**config.mk**
```make
export PLATFORM = sky130hd
export DESIGN_NAME = power_unit
export DESIGN_NICKNAME = d
export VERILOG_FILES = /design/src/rtl/power_pkg.sv /design/src/rtl/power_mul.sv /design/src/rtl/power_unit.sv
export SDC_FILE = /design/constraint.sdc
export NUM_CORES = 2
export LEC_CHECK = 0
export ABC_CLOCK_PERIOD_IN_PS = 20100
export BUFFER_PORTS_ARGS = -buffer_cell sky130_fd_sc_hd__clkbuf_2
export CAP_MARGIN = 20
export CORE_MARGIN = 4
export CORE_UTILIZATION = 62
export CTS_CLUSTER_SIZE = 25
export DETAILED_ROUTE_END_ITERATION = 16
export GPL_ROUTABILITY_DRIVEN = 0
export GPL_TIMING_DRIVEN = 0
export PLACE_DENSITY = 0.84
export SKIP_LAST_GASP = 1
export SYNTH_ARGS = -nofsm -noshare
export SYNTH_HDL_FRONTEND = slang
export SYNTH_HIERARCHICAL = 1
export SYNTH_SLANG_ARGS = --single-unit
```
**constraint.sdc**
```tcl
create_clock -name i_clk -period 20.1 [get_ports i_clk]
set_input_delay 2.01 -clock i_clk [delete_from_list [all_inputs] [get_ports i_clk]]
set_output_delay 2.01 -clock i_clk [all_outputs]
set_load 0.02 [all_outputs]
```
**src/rtl/power_pkg.sv**
```systemverilog
// power_pkg: shared definitions for the power_unit compute core.
//   - power_state_t : 2-bit FSM state encoding (S_IDLE, S_MUL, S_SQR, S_DONE)
//   - XW_DEF/AW_DEF/PW_DEF : default base, exponent and result widths
package power_pkg;

  typedef enum logic [1:0] {
    S_IDLE = 2'd0,
    S_MUL  = 2'd1,
    S_SQR  = 2'd2,
    S_DONE = 2'd3
  } power_state_t;

  localparam int XW_DEF = 8;
  localparam int AW_DEF = 8;
  localparam int PW_DEF = 32;

endpackage

```
**src/rtl/power_mul.sv**
```systemverilog
// power_mul: combinational PW x PW multiplier.
// Ports:
//   a, b : PW-bit operands
//   lo   : low PW bits of a*b
//   ovf  : high when the upper PW bits of the full product are nonzero
module power_mul
  import power_pkg::*;
#(
  parameter int PW = PW_DEF
) (
  input  logic [PW-1:0] a,
  input  logic [PW-1:0] b,
  output logic [PW-1:0] lo,
  output logic          ovf
);

  logic [2*PW-1:0] prod;

  assign prod = {{PW{1'b0}}, a} * {{PW{1'b0}}, b};
  assign lo   = prod[PW-1:0];
  assign ovf  = |prod[2*PW-1:PW];

endmodule

```
**src/rtl/power_unit.sv**
```systemverilog
// power_unit: sequential P = X^A using LSB-first square-and-multiply.
// One exponent bit costs two cycles (MUL then SQR); a single shared
// power_mul instance serves both steps through an operand mux.
//
// Ports:
//   i_clk   : clock, rising edge
//   i_rst   : synchronous active-high reset
//   i_load  : latch i_X/i_A into the operand registers (IDLE only)
//   i_start : begin a computation (IDLE only)
//   i_X     : base, XW bits
//   i_A     : exponent, AW bits
//   o_busy  : high while in MUL or SQR
//   o_done  : one-cycle completion pulse (the DONE state)
//   o_ovf   : true result did not fit in PW bits; valid with o_done, held after
//   o_P     : result, held until the next completion
//   o_state : current FSM state, for debug/checkers
//
// Control semantics: i_load and i_start are level-sampled strobes, acted on
// only on a rising edge where the FSM is in IDLE; in any other state they are
// dropped (no queuing). When both are high together, the start uses i_X/i_A
// directly, otherwise it uses the previously latched operands.
//
// Build option: define POWER_SAT_EN to saturate o_P to all-ones when the
// result overflows; without it o_P is the true result mod 2^PW.
// PW must be >= XW.
module power_unit
  import power_pkg::*;
#(
  parameter int XW = XW_DEF,
  parameter int AW = AW_DEF,
  parameter int PW = PW_DEF
) (
  input  logic          i_clk,
  input  logic          i_rst,
  input  logic          i_load,
  input  logic          i_start,
  input  logic [XW-1:0] i_X,
  input  logic [AW-1:0] i_A,
  output logic          o_busy,
  output logic          o_done,
  output logic          o_ovf,
  output logic [PW-1:0] o_P,
  output power_state_t  o_state
);

  power_state_t  state;
  logic [XW-1:0] r_x;
  logic [AW-1:0] r_a;
  logic [PW-1:0] acc;
  logic [PW-1:0] base;
  logic [AW-1:0] e;
  logic          ovf;
  logic          base_ovf;

  logic [XW-1:0] x_sel;
  logic [AW-1:0] a_sel;
  logic [PW-1:0] mul_a;
  logic [PW-1:0] mul_lo;
  logic          mul_ovf;
  logic [PW-1:0] result;

  // Same-cycle load+start bypasses the operand registers.
  assign x_sel = i_load ? i_X : r_x;
  assign a_sel = i_load ? i_A : r_a;

  // MUL computes acc*base, SQR computes base*base.
  assign mul_a = (state == S_SQR) ? base : acc;

  power_mul #(.PW(PW)) u_mul (
    .a   (mul_a),
    .b   (base),
    .lo  (mul_lo),
    .ovf (mul_ovf)
  );

`ifdef POWER_SAT_EN
  assign result = ovf ? {PW{1'b1}} : acc;
`else
  assign result = acc;
`endif

  assign o_state = state;

  always_ff @(posedge i_clk) begin
    if (i_rst) begin
      state    <= S_IDLE;
      r_x      <= '0;
      r_a      <= '0;
      acc      <= '0;
      base     <= '0;
      e        <= '0;
      ovf      <= 1'b0;
      base_ovf <= 1'b0;
      o_P      <= '0;
      o_done   <= 1'b0;
      o_busy   <= 1'b0;
      o_ovf    <= 1'b0;
    end else begin
      case (state)
        S_IDLE: begin
          o_done <= 1'b0;
          if (i_load) begin
            r_x <= i_X;
            r_a <= i_A;
          end
          if (i_start) begin
            acc      <= PW'(1);
            base     <= PW'(x_sel);
            e        <= a_sel;
            ovf      <= 1'b0;
            base_ovf <= 1'b0;
            o_ovf    <= 1'b0;
            o_busy   <= 1'b1;
            state    <= S_MUL;
          end
        end
        S_MUL: begin
          if (e == '0) begin
            o_P    <= result;
            o_ovf  <= ovf;
            o_done <= 1'b1;
            o_busy <= 1'b0;
            state  <= S_DONE;
          end else begin
            // An already-overflowed base makes the true product overflow too.
            if (e[0]) begin
              acc <= mul_lo;
              ovf <= ovf | mul_ovf | base_ovf;
            end
            state <= S_SQR;
          end
        end
        S_SQR: begin
          e <= e >> 1;
          // Skip the last square: it is never used and could flag a false
          // overflow.
          if ((e >> 1) != '0) begin
            base     <= mul_lo;
            base_ovf <= base_ovf | mul_ovf;
          end
          state <= S_MUL;
        end
        S_DONE: begin
          o_done <= 1'b0;
          state  <= S_IDLE;
        end
        default: state <= S_IDLE;
      endcase
    end
  end

endmodule

```
==> impl_results.md <==
* Number of cells produced by synthesis at 4251
* Number of maximum-capacitance constraint violations at 0
* FF+latch count, synth at around 130
* Kind of end point of the critical path: register
* Longest individual stage delay on the worst path at 0.90 ns
* Remaining number of nets flagged by the antenna check after routing at 0
* TritonCTS clock tree: built
* Post-layout minimum cycle time at approximately 12 ns
* Most used DFF post-synth: sky130_fd_sc_hd__dfxtp_1
* Maximum number of pins on one net before global-route repair at 17
* First-pass iteration count of the detailed router at 9
* Register Area at around 2500 µm²
* Number of synthesized flops with an enable pin at 0
* CTS H-Tree Depth at 4
* Proportion of layout cells with a drive suffix above 1 at under 10%
* Vias in the first global route at roughly 33k
* Crit path required time at roughly 20 ns
* Seq/Total Area, Yosys at 6.59%
* Vias after detailed routing at ~32k
* Synthesized area per cell at roughly 9.1 µm²
* Transition time of the tightest slew-check pin at between 1 and 1.5 ns
* Proportion of synthesized flip-flops having asynchronous set or reset at 0%
* Worst-case clock buffer depth at 2
* Place WS at 8.93 ns
* Most common cell in the synthesized netlist: sky130_fd_sc_hd__fa_1
* Buffers inserted by post-CTS timing repair at 0
* Final Worst Setup Slack at between 8 and 9 ns
* Maximum fanout along the worst path at 10
* Number of instances resized during post-cts repair at 0
* Final Cycle Share at just under 60%
* Highest clock frequency the design can meet at 85.4 MHz
* Core outline area at a little over 60000 µm²
* Root Buffer: sky130_fd_sc_hd__clkbuf_16
* Clock latency at the later pin of the worst-skew pair at 0.42 ns
* Cell at the slowest stage of the critical path: sky130_fd_sc_hd__clkbuf_1
* TNS Setup at 0 ns
* Area Growth Syn to Fin at 5.08%
* Floorplan die area at 66300 µm²
* Relative max-transition margin at ~18%
* Final net count at ~5.5k
* Die Span Y at approximately 260 µm
* Count of synthesis-stage warnings from yosys at 6
* Number of antenna violations at the first check in global routing at 8
* HPWL Detailed at around 110 mm
* Global-route congestion overflow total at 0
* Number of hold buffers added after cts at 0
* Data arrival at the endpoint of the critical path at about 12 ns
* Cts bufs inserted at 17
* Leading post-synthesis cells by instance count: 896 x sky130_fd_sc_hd__fa_1, 747 x sky130_fd_sc_hd__inv_1, 618 x sky130_fd_sc_hd__nand2_1, 593 x sky130_fd_sc_hd__and2_1, 267 x sky130_fd_sc_hd__ha_1
* Count of unresolved DRC violations after routing at 0
* I/O pin count at 57
* Wire length of the first global-routing pass at just under 200 mm
* Status: finished clean
* Launching element type of the critical path: register
* Aggregate routed wire length at between 100 and 150 mm
* Detailed-route wire length per cell at between 20 and 25 µm
* Final-report max-slew violation count at 0
* Clock skew after layout at between 0.006 and 0.007 ns
* Total leakage power at 16.7 nW
* Unique cell type count in the Yosys netlist at 85
* Cell area power density at approximately 19 nW/µm²
* Post-synthesis cell type with the largest combined area: sky130_fd_sc_hd__fa_1
* Filler cell count in the final layout at about 4.7k
* Final Hold Vio Count at 0
* Initial core utilization at 62.6%
* Netlist area before placement at 38600 µm²
* Most numerous cell on the critical path: sky130_fd_sc_hd__fa_1
* I/O Buffers at 54
* Cell types with the largest area share after synthesis: sky130_fd_sc_hd__fa_1 47%, sky130_fd_sc_hd__and2_1 9.6%, sky130_fd_sc_hd__ha_1 8.7%
* Final setup violation count at 0
* Sinks on the clock net at ~130
* Cell Count Post-Placement at ~5k
* Type of the tightest min-delay check: reg2reg
* Core Rows at 91
* Critical path class: reg2reg
* Number of DRC markers after the initial detailed-route iteration at between 4k and 5k
* Die extent in x at 257 µm
* Clock input transition at the sequential cells of the worst setup and hold paths at about 0.060 ns
* Worst IR drop on VDD at around 0.081 mV
* Via-per-instance ratio at roughly 6.2
* Area fraction of the dominant cell type after synthesis at between 40% and 50%
* RSZ-0062 raised after global routing: false
* Non-filler instance count after layout at 5182
* Nets in the synthesized netlist at between 5k and 6k
* All-layer global routing usage at approximately two fifths
* Combined area of the multi-input logic cells at around 32000 µm²
layout by cell type, fill, tap and decap left out, types with 27 or more instances in the layout:
cell	count
sky130_fd_sc_hd__mux2_2	32
sky130_fd_sc_hd__ha_1	267
sky130_fd_sc_hd__a22oi_1	33
sky130_fd_sc_hd__inv_1	747
sky130_fd_sc_hd__mux2i_1	27
sky130_fd_sc_hd__dfxtp_1	127
sky130_fd_sc_hd__xnor2_1	28
sky130_fd_sc_hd__o21ai_0	56
sky130_fd_sc_hd__and2_1	593
sky130_fd_sc_hd__nor2_1	99
sky130_fd_sc_hd__clkbuf_1	233
sky130_fd_sc_hd__nand3_1	44
sky130_fd_sc_hd__a21oi_1	151
sky130_fd_sc_hd__fa_1	896
sky130_fd_sc_hd__nand2_1	618
sky130_fd_sc_hd__clkbuf_2	54
registers in the layout (all words and copies together) (netlist names):
signal / count
o_state: 2
r_x: 8
o_busy: 1
ovf: 1
acc: 32
o_done: 1
o_P: 32
base: 32
o_ovf: 1
e: 8
base_ovf: 1
r_a: 8
cell type report:
| class | instances | area share [%] |
|---|---|---|
| inverters | 747 | 6.92 |
| clock buffers | 18 | 1.06 |
| flip-flops and latches | 127 | 6.27 |
| clock inverters | 14 | 0.472 |
| multi-input cells | 3105 | 79.2 |
| repair buffers | 54 | 0.667 |
| plain buffers | 272 | 2.82 |
| well taps | 837 | 2.58 |
| diodes | 8 | 0.0494 |
critical path: cells and delay by family, from the launching register on:
| family | cells | cell delay, ns |
|---|---|---|
| adders and majority gates | 10 | 4.70 |
| buffers and inverters | 8 | 2.25 |
| and+or+nand+nor | 7 | 2.01 |
| AOI/OAI and AO/OA | 7 | 1.91 |
| muxes | 1 | 0.38 |
| DFF | 1 | 0.35 |
cells by family after synthesis:
kind of cell               after synthesis  share of synthesized area, %
xor gates and xnor gates                47                          1.10
DFF                                    127                          6.59
buffers and inverters                 1019                          10.2
muxes                                   59                          1.63
AOI/OAI and AO/OA                      376                          6.16
and+or+nand+nor                       1460                          19.1
adders and majority gates             1163                          55.2
per-layer routing:
metal	vias up	share of wire, %	global-route usage (%)
met5	-	0.061	0
met2	2683	42	56.3
met1	15600	33	47.3
met3	737	16	16.2
met4	8	8.7	24.3
li1	13000	-	-
report_power, final:
group	switching, mW	total (mW)	leakage (nW)	internal (mW)
logic	0.130	0.174	15.3	0.0441
registers	0.0149	0.280	1.03	0.265
clock network	0.115	0.322	0.304	0.207
per-stage QoR:
| stage | instance area, µm² | hold WS (ns) | utilization [%] | power, mW |
|---|---|---|---|---|
| 5_1_grt | 40500 | 0.466 | 65.8 | 0.796 |
| 4_1_cts | 40500 | 0.451 | 65.8 | 0.765 |
| 6_report | 40500 | 0.454 | 65.8 | 0.776 |
| 3_5_place_dp | 39900 | 0.443 | 64.8 | 0.448 |
| 2_1_floorplan | 38600 | 0.434 | - | 0.386 |
| 3_3_place_gp | 39900 | 0.441 | 64.8 | 0.445 |
final timing paths:
check / end / startpoint / cells past startpoint / slack, ns
worst max-delay path: ovf / o_state[0] / 33 / 8.39
worst min-delay path: o_P[9] / o_P[9] / 2 / 0.45
worst max register to register: ovf / o_state[0] / 33 / 8.39
worst min register to register: o_P[9] / o_P[9] / 2 / 0.45
Note: power is estimated with default switching activity, not from simulation.
